==> src/rtl/player_motion.sv <==
// rtl/player_motion.sv - tilt-to-position integrator for the player square, one update per frame
module player_motion #(
    parameter int SCREEN_W = 640,
    parameter int SCREEN_H = 480,
    parameter int DEADZONE = 16,
    parameter int SHIFT    = 4,
    parameter int VMAX     = 8
) (
    input  logic        clk_25mHz,
    input  logic        reset,
    input  logic        screenEnd,
    input  logic [11:0] tilt_x,
    input  logic [11:0] tilt_y,
    input  logic        tilt_valid,
    input  logic [31:0] game_state,
    output logic [31:0] accel_x,
    output logic [31:0] accel_y,
    output logic        moving
);

    typedef enum logic [1:0] {IDLE, CALC, APPLY} state_t;

    state_t            state, state_next;
    logic              se_d;
    logic [11:0]       hold_x, hold_y;
    logic [11:0]       snap_x, snap_y;
    logic              snap_start, snap_small;
    logic signed [4:0] vx, vy;
    logic [9:0]        pos_x;
    logic [8:0]        pos_y;
    logic              moving_q;
    logic              edge_det;

    logic signed [11:0] half, hi_x, hi_y, cand_x, cand_y, clamp_x, clamp_y;

    // -2048 has no positive twin in 12 bits, so its magnitude saturates to 2047.
    function automatic logic signed [4:0] calc_vel(input logic [11:0] t);
        logic [11:0] mag;
        logic [11:0] q;
        if (t == 12'h800)
            mag = 12'h7ff;
        else if (t[11])
            mag = -t;
        else
            mag = t;
        if (mag <= 12'(DEADZONE)) begin
            q = '0;
        end else begin
            q = (mag - 12'(DEADZONE)) >> SHIFT;
            if (q > 12'(VMAX))
                q = 12'(VMAX);
        end
        calc_vel = t[11] ? 5'(-q) : 5'(q);
    endfunction

    assign edge_det = screenEnd & ~se_d;

    always_comb begin
        state_next = state;
        case (state)
            IDLE:    if (edge_det) state_next = CALC;
            CALC:    state_next = APPLY;
            APPLY:   state_next = IDLE;
            default: state_next = IDLE;
        endcase
    end

    // Half-size tracks the drawn square so its edges stay on screen.
    always_comb begin
        half    = snap_small ? 12'sd10 : 12'sd20;
        hi_x    = 12'(SCREEN_W - 1) - half;
        hi_y    = 12'(SCREEN_H - 1) - half;
        cand_x  = {2'b00, pos_x} + {{7{vx[4]}}, vx};
        cand_y  = {3'b000, pos_y} + {{7{vy[4]}}, vy};
        clamp_x = cand_x;
        clamp_y = cand_y;
        if (cand_x < half)
            clamp_x = half;
        else if (cand_x > hi_x)
            clamp_x = hi_x;
        if (cand_y < half)
            clamp_y = half;
        else if (cand_y > hi_y)
            clamp_y = hi_y;
    end

    always_ff @(posedge clk_25mHz) begin
        if (reset) begin
            state      <= IDLE;
            se_d       <= 1'b0;
            hold_x     <= '0;
            hold_y     <= '0;
            snap_x     <= '0;
            snap_y     <= '0;
            snap_start <= 1'b0;
            snap_small <= 1'b0;
            vx         <= '0;
            vy         <= '0;
            pos_x      <= 10'd320;
            pos_y      <= 9'd240;
            moving_q   <= 1'b0;
        end else begin
            state <= state_next;
            se_d  <= screenEnd;
            if (tilt_valid) begin
                hold_x <= tilt_x;
                hold_y <= tilt_y;
            end
            case (state)
                IDLE: begin
                    // Non-blocking reads give the pre-strobe hold value on a same-cycle tilt_valid.
                    if (edge_det) begin
                        snap_x     <= hold_x;
                        snap_y     <= hold_y;
                        snap_start <= (game_state == 32'd0);
                        snap_small <= (game_state == 32'd3);
                    end
                end
                CALC: begin
                    vx <= calc_vel(snap_x);
                    vy <= calc_vel(snap_y);
                end
                APPLY: begin
                    if (snap_start) begin
                        pos_x    <= 10'd320;
                        pos_y    <= 9'd240;
                        moving_q <= 1'b0;
                    end else begin
                        pos_x    <= clamp_x[9:0];
                        pos_y    <= clamp_y[8:0];
                        moving_q <= (vx != 5'sd0) || (vy != 5'sd0);
                    end
                end
                default: ;
            endcase
        end
    end

    assign accel_x = {22'd0, pos_x};
    assign accel_y = {23'd0, pos_y};
    assign moving  = moving_q;

endmodule

==> config.mk <==
export PLATFORM = sky130hd
export DESIGN_NAME = player_motion
export DESIGN_NICKNAME = d
export VERILOG_FILES = /design/src/rtl/player_motion.sv
export SDC_FILE = /design/constraint.sdc
export NUM_CORES = 1
export LEC_CHECK = 0
export CAP_MARGIN = 10
export CORE_UTILIZATION = 28
export CTS_BUF_LIST = sky130_fd_sc_hd__clkbuf_4 sky130_fd_sc_hd__clkbuf_8 sky130_fd_sc_hd__clkbuf_16
export DETAILED_ROUTE_END_ITERATION = 8
export RECOVER_POWER = 50
export SYNTH_ARGS = -nofsm -noshare
export SYNTH_HDL_FRONTEND = slang
export SYNTH_SLANG_ARGS = --single-unit
==> constraint.sdc <==
create_clock -name clk_25mHz -period 4.5 [get_ports clk_25mHz]
set_input_delay 0.9 -clock clk_25mHz [delete_from_list [all_inputs] [get_ports clk_25mHz]]
set_output_delay 0.9 -clock clk_25mHz [all_outputs]
set_load 0.05 [all_outputs]
=== Yosys cells after proc, flatten, opt, wreduce, memory -nomap -nowiden ===
Cells that the tools add are included.

* Bits of input ports: 60
* Flip-flop bits (word level): 83
* Output and inout port bits: 65
* Word-level logic and storage cells: 73

* Reduce and logical (&&, ||, !) cells: 6
* Muxes and demuxes: 28
* Bitwise logic cells: 2
* Equal/unequal tests: 6
* $add $sub $neg: 10
* $lt $le $gt $ge: 8

{| class="wikitable"
|+ Operators with widths
! operator !! number
|-
| 12-bit two-way mux || 8
|-
| 5-bit two-way mux || 11
|-
| 32-bit by 2-bit equality test with 1-bit output, second input constant || 1
|-
| 32-bit logical NOT || 1
|-
| 10-bit two-way mux || 3
|-
| 9-bit two-way mux || 3
|-
| 12-bit equality test, second input constant || 2
|-
| 12-bit by 5-bit less-or-equal comparator with 1-bit output, second input constant || 2
|-
| 12-bit negation || 2
|-
| 12-bit by 5-bit subtractor with 12-bit output, second input constant || 2
|-
| 8-bit by 4-bit greater-than comparator with 1-bit output, second input constant || 2
|-
| 11-bit by 5-bit adder with 12-bit output || 1
|-
| 12-bit by 11-bit greater-than comparator with 1-bit output || 1
|-
| 12-bit by 6-bit < comparator with 1-bit output || 1
|-
| 10-bit by 5-bit adder with 11-bit output || 1
|-
| 11-bit by 10-bit greater-than comparator with 1-bit output || 1
|-
| 11-bit by 6-bit < comparator with 1-bit output || 1
|-
| 10-bit by 5-bit subtractor with 11-bit output, first input constant || 1
|-
| 5-bit negation || 2
|-
| 5-bit nonzero test || 2
|-
| 9-bit by 5-bit subtractor with 10-bit output, first input constant || 1
|-
| 2-bit case mux with 2 select lines || 1
|-
| 2-bit by 1-bit equality test with 1-bit output, second input constant || 1
|-
| 2-bit equality test, second input constant || 1
|-
| other kinds (8) || 8
|}

=== Logic depth before layout (Yosys ltp) ===
* Depth in word-level cells: 13
* Depth in mapped cells: 19

=== Worst setup path before layout ===
OpenSTA, ideal clock, no wires.

* Kind: register to register
* From: register snap_x[5]
* To: register vx[2]
* Library setup time: 0.074 ns
* Arrival time: 3.669 ns
* Period minus slack after synthesis: 3.743 ns
* Setup slack: 0.757 ns
* Data required time: 4.426 ns
* Stages on the path, launching flop included: 19
* Path buffers: 1
* Path through: dfxtp_1 clkbuf_8 or4_1 or3_1 or3b_4 o21a_1 ha_1 inv_1 nand2_1 o211ai_1 nor3_1 and4bb_2 and2_4 nand2_1 ha_1 inv_1 nand2_1 a31o_1 a31oi_1

* Longest elaborated chain between the ends: 13
* Elaborated cells on any way between the ends: 15
* Classes of those cells: add/sub (3); order compare (2); eq/ne (1); mux (9)

{| class="wikitable"
|+ RTL lines
! element !! line !! text
|-
| start: declaration || 26 || <nowiki>logic [11:0] snap_x, snap_y;</nowiki>
|-
| start signal: assignment || 113 || <nowiki>snap_x <= hold_x;</nowiki>
|-
| 12-bit negation || 43 || <nowiki>mag = -t;</nowiki>
|-
| 12-bit two-way mux || 42 || <nowiki>else if (t[11])</nowiki>
|-
| 12-bit two-way mux * || 40 || <nowiki>if (t == 12'h800)</nowiki>
|-
| 12-bit two-way mux * || 109 || <nowiki>case (state)</nowiki>
|-
| 12-bit two-way mux * || 88 || <nowiki>if (reset) begin</nowiki>
|-
| 12-bit by 5-bit subtractor with 12-bit output || 49 || <nowiki>q = (mag - 12'(DEADZONE)) >> SHIFT;</nowiki>
|-
| 8-bit by 4-bit greater-than comparator with 1-bit output || 50 || <nowiki>if (q > 12'(VMAX))</nowiki>
|-
| 5-bit two-way mux || 50 ||
|-
| 5-bit two-way mux * || 46 || <nowiki>if (mag <= 12'(DEADZONE)) begin</nowiki>
|-
| 5-bit two-way mux * || 109 ||
|-
| 5-bit two-way mux * || 88 ||
|-
| 5-bit negation || 53 || <nowiki>calc_vel = t[11] ? 5'(-q) : 5'(q);</nowiki>
|-
| 5-bit two-way mux * || 53 ||
|-
| end signal: assignment || 120 || <nowiki>vx <= calc_vel(snap_x);</nowiki>
|-
| end: declaration || 28 || <nowiki>logic signed [4:0] vx, vy;</nowiki>
|}

Mark *: on every way between the ends. The rest lies on a longest branch, timed or not. The select of a mux whose other input is x is not followed.
A chain may end at the register's enable or synchronous reset.

=== Worst setup path in the final report ===
* From: register snap_x[5]
* To: register vx[1]

The elaborated chain is that of the path after synthesis.

==> out/results.ini <==
[run_status]
outcome=complete, but fails checks
violations=max-capacitance violations, max-slew violations

[sta]
holdWs_ns=0.4563
min_period_over_period_pct=90.42
post-route-min-period_ns=4.069
setup_viol=0
slew_viol_final=64
skew_ns=0.01133
tightest_slew_ns=2.789
relSlewSlack_pct=-85.95
hold_violations=0
tns_ns=0
rsz0062_at_grt=no
timing.fmax_mhz=245.8

[critical_path]
crit_required_ns=4.58
cp_slowest_stage_delay_ns=0.63
rrSetupSlack_ns=0.43
reg2reg_to=vx[1]$_SDFFE_PP0N_
worstSetupEndpointType=register
slowest_stage=or4_1
worstPathBufferInverterCount=1
r2r_cells=15
critPathArrivalTime_ns=4.15
crit_fanout=10
r2r_start=snap_x[5]$_SDFFE_PP0P_
crit_type=reg2reg
crit_chain=or4_1 -> or3_1 -> or3b_4 -> o21a_1 -> ha_1 -> inv_1 -> nand2_1 -> o211ai_1 -> nor3_1 -> and4bb_2 -> and2_4 -> nand2_1 -> ha_1 -> a21oi_1 -> a221oi_1
path_delay_family=simple AND/OR/NAND/NOR gates
worst_setup_path_start_kind=register

[floorplanning]
fp.dieW_um=152.9
io-pin-count=125
dieArea_um2=23380
core-area_um2=22090
initial_core_util_pct=28.86
core.rowCount=54
die_h_um=152.9

[drt]
routedWlPerCell_um=13.70
ant_nets=0
via_count=5811
vias_per_cell=5.057
drt_iter0_drc=377
dr.pass1.iters=5
drcViolationCount=0
wl_mm=15.74

[placed_design]
hpwl_mm=11.91
place_congestion=0.8461
postPlaceCellArea_um2=7234
io_buffer_count=79

[finish]
fin_area_um2=7517
nFillCells=2369
antenna_cells=0
mostFrequentLayoutCells=nand2_1 (83), dfxtp_1 (83), clkdlybuf4s50_1 (77)
area_delta_synth_final_pct=17.90
nets=971
drive_above_1_share_pct=5.869

[clock_tree]
cts_resized=0
cts_root_buf=clkbuf_16
ctsHoldBuffers=0
clock_latency_ns=0.36
cts_tree=yes
cts_num_sinks=83
clk_pin_slew_worst_paths_ns=0.07
clockBufferDepth=2
post_cts_buffers=0
cts_made_buffers=9
h-tree-depth=3

[flow_run]
cap_violations=1

[synthesis]
syn_inst=806
synthFlopType=dfxtp_1
ys_seq_area_share_pct=26.06
synth.distinct_cells=88
syn_area_um2=6376
ys_warn_count=0
avgSynthCellArea_um2=7.911
async_flop_share_pct=0
synth-edff-count=0
ys_seq_elements=83

[power_and_ir_drop]
pwr_density_cell_nw_per_um2=255.8
leakagePower_nw=3.043
max-vdd-ir-drop_mv=0.2208

[hold_path]
whs_path_depth=2
min-delay-start=hold_x[1]$_SDFFE_PP0P_
holdPathEnd=snap_x[1]$_SDFFE_PP0P_
hp-class=reg2reg

[global_routing]
grt_max_degree=64
grt_util_all_layers_pct=13.81
first_global_vias=5301
grt-ovfl-total=0
grt_pass1_wl_mm=26.65
antenna_found_initial=0

worst max path at each step:
stage                                      start            endpoint  slack (ns)  cells after the start
final                     snap_x[5]$_SDFFE_PP0P_  vx[1]$_SDFFE_PP0N_        0.43                     15
after CTS                 snap_x[0]$_SDFFE_PP0P_  vx[2]$_SDFFE_PP0N_        0.52                     19
after detailed placement  snap_x[5]$_SDFFE_PP0P_  vx[2]$_SDFFE_PP0N_        0.56                     17
after floorplan           snap_x[5]$_SDFFE_PP0P_  vx[2]$_SDFFE_PP0N_        0.76                     18
after global routing      snap_x[1]$_SDFFE_PP0P_  vx[1]$_SDFFE_PP0N_        0.11                     17
after global placement    snap_x[0]$_SDFFE_PP0P_  vx[2]$_SDFFE_PP0N_        0.63                     19
cells in the mapped netlist (11+ instances only):
master,number,share of area (%)
dfxtp_1,83,26
nand2_1,83,4.9
nor2_1,69,4.1
a21oi_1,68,5.3
buf_4,47,5.5
ha_1,45,8.8
inv_1,35,2.1
mux2i_1,29,4.6
nand3_1,25,2.0
clkbuf_1,24,1.4
o21ai_0,21,1.6
nor4_1,16,1.6
xnor2_1,14,1.9
nand4_1,13,1.3
nor3_1,13,1.0
a21o_1,12,1.4
a31oi_1,11,1.1
per-layer routing:
metal	track usage, %	share of wire, %	vias to the layer above
met5	0	0	-
met4	4.233	1.3	0
met3	2.864	4.0	17
met2	21.43	44	131
met1	19.08	51	2666
li1	-	-	2997
state kept, by name, indices dropped and copies added (netlist names):
register	cells
state	2
pos_y	9
hold_y	12
moving	1
snap_y	12
pos_x	10
vy	5
snap_x	12
hold_x	12
se_d	1
snap_start	1
vx	5
snap_small	1
kinds of logic (layout without fill, tap and decap cells):
kind of cell	count (synthesis)	after routing	synth area share [%]
compound gates	220	220	24.29
simple gates	287	287	22.80
xor+xnor	19	19	2.610
other cells	1	45	0.05881
flops	83	83	26.06
mux	29	29	4.553
buf+inv	120	139	10.16
fa+ha+maj	47	47	9.458
cell type report:
type / count / area [µm²] / area share (%)
Tap cell: 280 / 350.3 / 4.660
Clock buffer: 10 / 232.7 / 3.096
Inverter: 35 / 131.4 / 1.748
Clock inverter: 6 / 55.05 / 0.7324
Timing Repair Buffer: 88 / 848.3 / 11.28
Sequential cell: 83 / 1662 / 22.10
Multi-Input combinational cell: 647 / 4238 / 56.37
where the power goes:
group	switching [W]	internal [W]	leakage, nW	total, W
registers	0.0000275	0.000760	0.676	0.000787
clock network	0.000334	0.000392	0.143	0.000726
logic	0.000257	0.000153	2.22	0.000410
through the flow:
step                std cells  setup slack [ns]  power, W  utilization, %
detailed placement       1133            0.5596  0.001211           32.74
CTS                      1149            0.5186  0.001941           34.05
floorplan                 850            0.7569  0.001134               -
global placement         1133            0.6335  0.001208           32.74
finish                   1149            0.4310  0.001923           34.02
global route             1149            0.1085  0.002024           34.02
worst register-to-register path: cells and delay by family, from the launching register on:
kind	cells	cell delay, ns
and+or+nand+nor	8	2.18
adders and majority gates	2	0.55
AOI/OAI and AO/OA	4	0.54
DFF	1	0.40
buffers and inverters	1	0.12
Power figures use the tool's default switching activity.
==> variant 1, RTL diff (same settings) <==
`VMAX`: 8 -> 6.
--- a/src/rtl/player_motion.sv
+++ b/src/rtl/player_motion.sv
@@ -5,5 +5,5 @@
     parameter int DEADZONE = 16,
     parameter int SHIFT    = 4,
-    parameter int VMAX     = 8
+    parameter int VMAX     = 6
 ) (
     input  logic        clk_25mHz,
Check against the original RTL: not equivalent (a bounded check fails within 10 cycles, from zero or initial values and one cycle with reset high).
==> variant 1 against the unedited design <==
  * The run still ends with max-capacitance violations, max-slew violations left
  * Sequential power barely moved
  * Synthesized area fell by 3.7%
  * Critical path depth did not move
  * Sequential cell count did not move
  * Cell count fell by 3.7%
  * Design area fell by 2.5%
  * Setup slack improved by 0.041 ns
  * Combinational power fell by 4.9%
  * Wire length fell by 6.8%
  * Total power rose by 4.4%
  * Largest power group is now clock
  * Highest routed layer unchanged
==> variant 1: results (changes against the unedited design) <==
Slew Viols, Final=71 (+11%); Max Cap Viol=1 (unchanged); first-pass GRT wire length=24100 µm (-9.6%); fin nets=935 (-3.7%); hpwl dp=11000 µm (-7.8%); vias per inst=4.92 (-2.7%); Leakage=3.02 nW (-0.91%); worst vdd ir=0.000198 V (-11%); post-synthesis mux area share=5.08% (+0.52 points); failing checks=max-capacitance violations, max-slew violations; Seq/Total Area, Yosys=27.1% (+1.0 points); Routed WL=14700 µm (-6.8%); post-synthesis compound-gate area fraction=22.8% (-1.5 points); DR iter-0 viols=342 (-9.3%); status=finished, violations left; XOR/XNOR Fraction of Synth Area=3.14% (+0.53 points); Post-synth top cells=92 x nand2_1, 83 x dfxtp_1, 64 x nor2_1, 53 x a21oi_1, 47 x ha_1; Total GRT Usage=13.3% (-0.50 points); critical path fanouts, max=9 (-1); share of cells above drive strength 1=6.02% (+0.15 points); largest net degree at the start of global routing=71 (+11%); cell area after placement=0.00700 mm² (-3.2%); post-synth top area share=27.1% (+1.0 points); vias in the first global route=4909 (-7.4%); Final Skew=0.00894 ns (-0.00239 ns); post-CTS setup buffers=0 (unchanged); slew margin rel.=-106% (-20 points); library cells used by synthesis=84 (-4.5%); top post-synthesis cells by area=dfxtp_1 27%, ha_1 9.6%, nand2_1 5.6%
==> variant 1: cell types whose count changed after synthesis, moves of 6 or more <==
cell     before  now
inv_1        35   28
nand4_1      13    7
nand3_1      25   11
a31oi_1      11    1
a21oi_1      68   53
o22ai_1       1    7
nand2_1      83   92
o21ai_0      21   32
buf_1         9    0
==> variant 1: cell type report <==
type                    count  area, µm²
clock buffers              10        233
inverters                  28        105
clock inverters             6       96.3
flip-flops and latches     83       1660
fillers                  2265      14000
multi-input cells         619       4060
repair buffers             85        827
well taps                 275        344
==> variant 1: kinds of logic (layout without fill, tap and decap cells) <==
logic type	after synthesis	after routing
flip-flops	83	83
AND/OR/NAND/NOR	271	271
other	1	45
multiplexers	31	31
buffers and inverters	102	129
AO/OA/AOI/OAI	201	201
adder cells (fa/ha/maj)	49	49
XOR/XNOR	22	22
==> variant 1: final timing paths <==
path              startpoint         to  slack [ns]  cells past startpoint
hold reg to reg    hold_x[9]  snap_x[9]        0.45                      2
hold / removal     hold_x[9]  snap_x[9]        0.45                      2
setup reg to reg   snap_y[4]      vy[4]        0.47                     15
setup / recovery   snap_y[4]      vy[4]        0.47                     15
==> variant 1: worst max-delay path, stage by stage (launching register included) <==
cell,delay [ns]
dfxtp_1,0.39
or4_4,0.60
nor2_1,0.11
nand4_1,0.13
nand2_1,0.20
inv_1,0.08
ha_1,0.26
or3_2,0.48
a21oi_1,0.16
a21o_1,0.10
nand2_1,0.07
or4_4,0.54
ha_1,0.20
nand2b_1,0.16
mux2_2,0.29
o22ai_1,0.13
==> variant 1: power groups by stage <==
stage / clock network (mW) / logic [mW] / registers [mW]
after floorplan: 0 / 0.323 / 0.794
after CTS: 0.853 / 0.390 / 0.784
after global placement: 0 / 0.386 / 0.801
after global routing: 0.886 / 0.430 / 0.789
final: 0.833 / 0.390 / 0.785
after detailed placement: 0 / 0.388 / 0.801
==> variant 1: per-layer routing <==
metal	track usage (%)	part of all wire [%]	vias to the layer above	wire length, µm
met2	20.2	42	118	6230
li1	-	-	2811	-
met1	19.1	52	2498	7670
met5	0	0	-	0
met4	2.73	0.75	0	110
met3	2.96	4.4	13	652
==> variant 1: stage by stage <==
stage / cells / total power [mW] / hold WS, ns / setup slack, ns
global route: 1106 / 2.11 / 0.467 / 0.182
finish: 1106 / 2.01 / 0.454 / 0.472
detailed placement: 1090 / 1.19 / 0.446 / 0.556
global placement: 1090 / 1.19 / 0.444 / 0.603
floorplan: 804 / 1.12 / 0.431 / 0.816
CTS: 1106 / 2.03 / 0.456 / 0.532
==> variant 2, RTL diff (same flow settings) <==
Without the edit above. Add an input register stage for `screenEnd`, `tilt_x`, `tilt_y`, `tilt_valid` and `game_state`; this delays them by one clock. Comments in the files are not updated.
--- a/src/rtl/player_motion.sv
+++ b/src/rtl/player_motion.sv
@@ -20,4 +20,18 @@
 
     typedef enum logic [1:0] {IDLE, CALC, APPLY} state_t;
+
+    logic screenEnd_q;
+    logic [11:0] tilt_x_q;
+    logic [11:0] tilt_y_q;
+    logic tilt_valid_q;
+    logic [31:0] game_state_q;
+
+    always_ff @(posedge clk_25mHz) begin
+        screenEnd_q  <= screenEnd;
+        tilt_x_q     <= tilt_x;
+        tilt_y_q     <= tilt_y;
+        tilt_valid_q <= tilt_valid;
+        game_state_q <= game_state;
+    end
 
     state_t            state, state_next;
@@ -54,5 +68,5 @@
     endfunction
 
-    assign edge_det = screenEnd & ~se_d;
+    assign edge_det = screenEnd_q & ~se_d;
 
     always_comb begin
@@ -102,8 +116,8 @@
         end else begin
             state <= state_next;
-            se_d  <= screenEnd;
-            if (tilt_valid) begin
-                hold_x <= tilt_x;
-                hold_y <= tilt_y;
+            se_d  <= screenEnd_q;
+            if (tilt_valid_q) begin
+                hold_x <= tilt_x_q;
+                hold_y <= tilt_y_q;
             end
             case (state)
@@ -113,6 +127,6 @@
                         snap_x     <= hold_x;
                         snap_y     <= hold_y;
-                        snap_start <= (game_state == 32'd0);
-                        snap_small <= (game_state == 32'd3);
+                        snap_start <= (game_state_q == 32'd0);
+                        snap_small <= (game_state_q == 32'd3);
                     end
                 end
Behaviour: not the same (a bounded check fails within 10 cycles, from zero or initial values and one cycle with reset high).
==> variant 2 against the unedited design <==
  * The flow finishes with violations (design-rule violations)
  * Critical path depth is 2 higher
  * Design area is 20% higher
  * Non-clock buffer count stayed put
  * Highest routed layer unchanged
  * Sequential cell count is 58 higher
  * Wire length is 3.9% higher
  * Total power is 63% higher
  * Synthesized cell count is 8.6% higher
  * First-iteration DRC count is 2.7% lower
  * Synthesized area is 18% higher
  * Setup slack better by 0.033 ns
  * Fmax is 0.81% higher
  * Count of clock-buffer cells in the layout is 7 higher
==> variant 2: results (changes against the unedited design) <==
flop-to-flop setup slack=0.46 ns (+0.03 ns); slew margin rel.=30.8% (+120 points); largest family of logic cells by synthesized area=simple AND/OR/NAND/NOR gates; hpwl dp=12000 µm (+1.2%); DR iter-0 viols=367 (-2.7%); WHS Path Cells=2 (unchanged); worst path arrival time=4.29 ns (+0.14 ns); first-pass GRT wire length=27900 µm (+4.5%); GP Congestion=0.822 (-2.8%); top post-synthesis cells by area=dfxtp_1 37%, ha_1 7.5%, buf_4 4.6%; Total GRT Usage=12.2% (-1.6 points); CTS Buf Count=17 (+8); critical path fanouts, max=9 (-1); multi-input logic area=0.00423 mm² (-0.24%); post-route insts no fill=1284 (+12%); CP max stage delay=0.61 ns (-0.02 ns); share of cells above drive strength 1=6.53% (+0.66 points); Fill cells=2678 (+13%); # port buffers=79 (unchanged); post-synth top area share=37.5% (+11 points); vias in the first global route=5558 (+4.8%); Register-to-Register Path Depth=17 (+2); post-synthesis mux area share=4.27% (-0.28 points); failing checks=design-rule violations; drt drc=15 (+15); setup violators final=0 (unchanged); XOR/XNOR Fraction of Synth Area=2.56% (-0.051 points); CTS max path bufs=2 (unchanged); library cells used by synthesis=78 (-11%); hold endpoint=snap_y[11]; largest net degree at the start of global routing=67 (+4.7%); post-synthesis compound-gate area fraction=18.5% (-5.8 points); worst vdd ir=0.000245 V (+11%); net switching share of the total power=29.9% (-2.3 points); Final Skew=0.0207 ns (+0.00936 ns); status=finished, violations left; Leakage=3.65 nW (+20%); Crit. Startpoint=snap_x[0]; CP max-delay cell=or4b_1; Avg WL per Cell=12.7 µm (-7.1%); HP Start=hold_y[11]; Seq/Total Area, Yosys=37.5% (+11 points); Initial DRT Pass Iterations=7 (+2); Adder-Cell Fraction of Synth Area=8.01% (-1.5 points); Max Cap Viol=0 (-1); PostCTS Resize Cnt=0 (unchanged); level count of the clock H-tree=4 (+1); Post-synth top cells=141 x dfxtp_1, 88 x nand2_1, 76 x nor2_1, 62 x a21oi_1, 46 x buf_4; vias per inst=4.77 (-5.7%); fin nets=1043 (+7.4%); clock latency on the worst-skew pair=0.43 ns (+0.07 ns); WHS=0.446 ns (-0.0106 ns); Reg-to-Reg Start=snap_x[0]; Syn Inst Count=875 (+8.6%); Placement Setup Slack=0.476 ns (-0.0837 ns)
[variant 2: critical path, delay by kind of cell, from the launching register on]
kind	cells	cell delay, ns
buf+inv	3	0.19
fa+ha+maj	3	0.57
compound gates	3	0.29
flops	1	0.35
simple gates	8	2.47
[variant 2: cell families after synthesis]
| kind of cell | Yosys count |
|---|---|
| AND/OR/NAND/NOR | 305 |
| XOR/XNOR | 22 |
| other | 1 |
| multiplexers | 32 |
| adder cells (fa/ha/maj) | 47 |
| AO/OA/AOI/OAI | 204 |
| buffers and inverters | 123 |
| flip-flops | 141 |
[variant 2: final cells by class]
cell class              instances  area share, %
multi-input cells             655           46.7
flip-flops and latches        141           31.2
repair buffers                 88           9.41
clock buffers                  17           4.70
well taps                     335           4.63
clock inverters                15           2.06
inverters                      33           1.37
[variant 2: how the worst max path moves through the flow]
stage	end	slack, ns
2_1_floorplan	pos_y[4]	0.52
3_3_place_gp	vx[1]	0.54
3_5_place_dp	vx[1]	0.48
4_1_cts	vx[1]	0.46
5_1_grt	vx[1]	0.21
6_report	vx[1]	0.46
[variant 2: routing by layer]
layer  share of wire (%)  vias up  global-route usage, %
met5                   0        -                      0
met4                0.98        0                   3.82
met3                 3.8       11                   2.19
met2                  44      138                   18.9
met1                  51     2812                   17.1
li1                    -     3165                      -
[variant 2: power groups by stage]
stage | clock network, mW | logic, mW | registers (mW)
finish | 1.41 | 0.392 | 1.33
global route | 1.51 | 0.431 | 1.34
CTS | 1.46 | 0.403 | 1.33
detailed placement | 0 | 0.401 | 1.36
global placement | 0 | 0.397 | 1.36
floorplan | 0 | 0.333 | 1.36
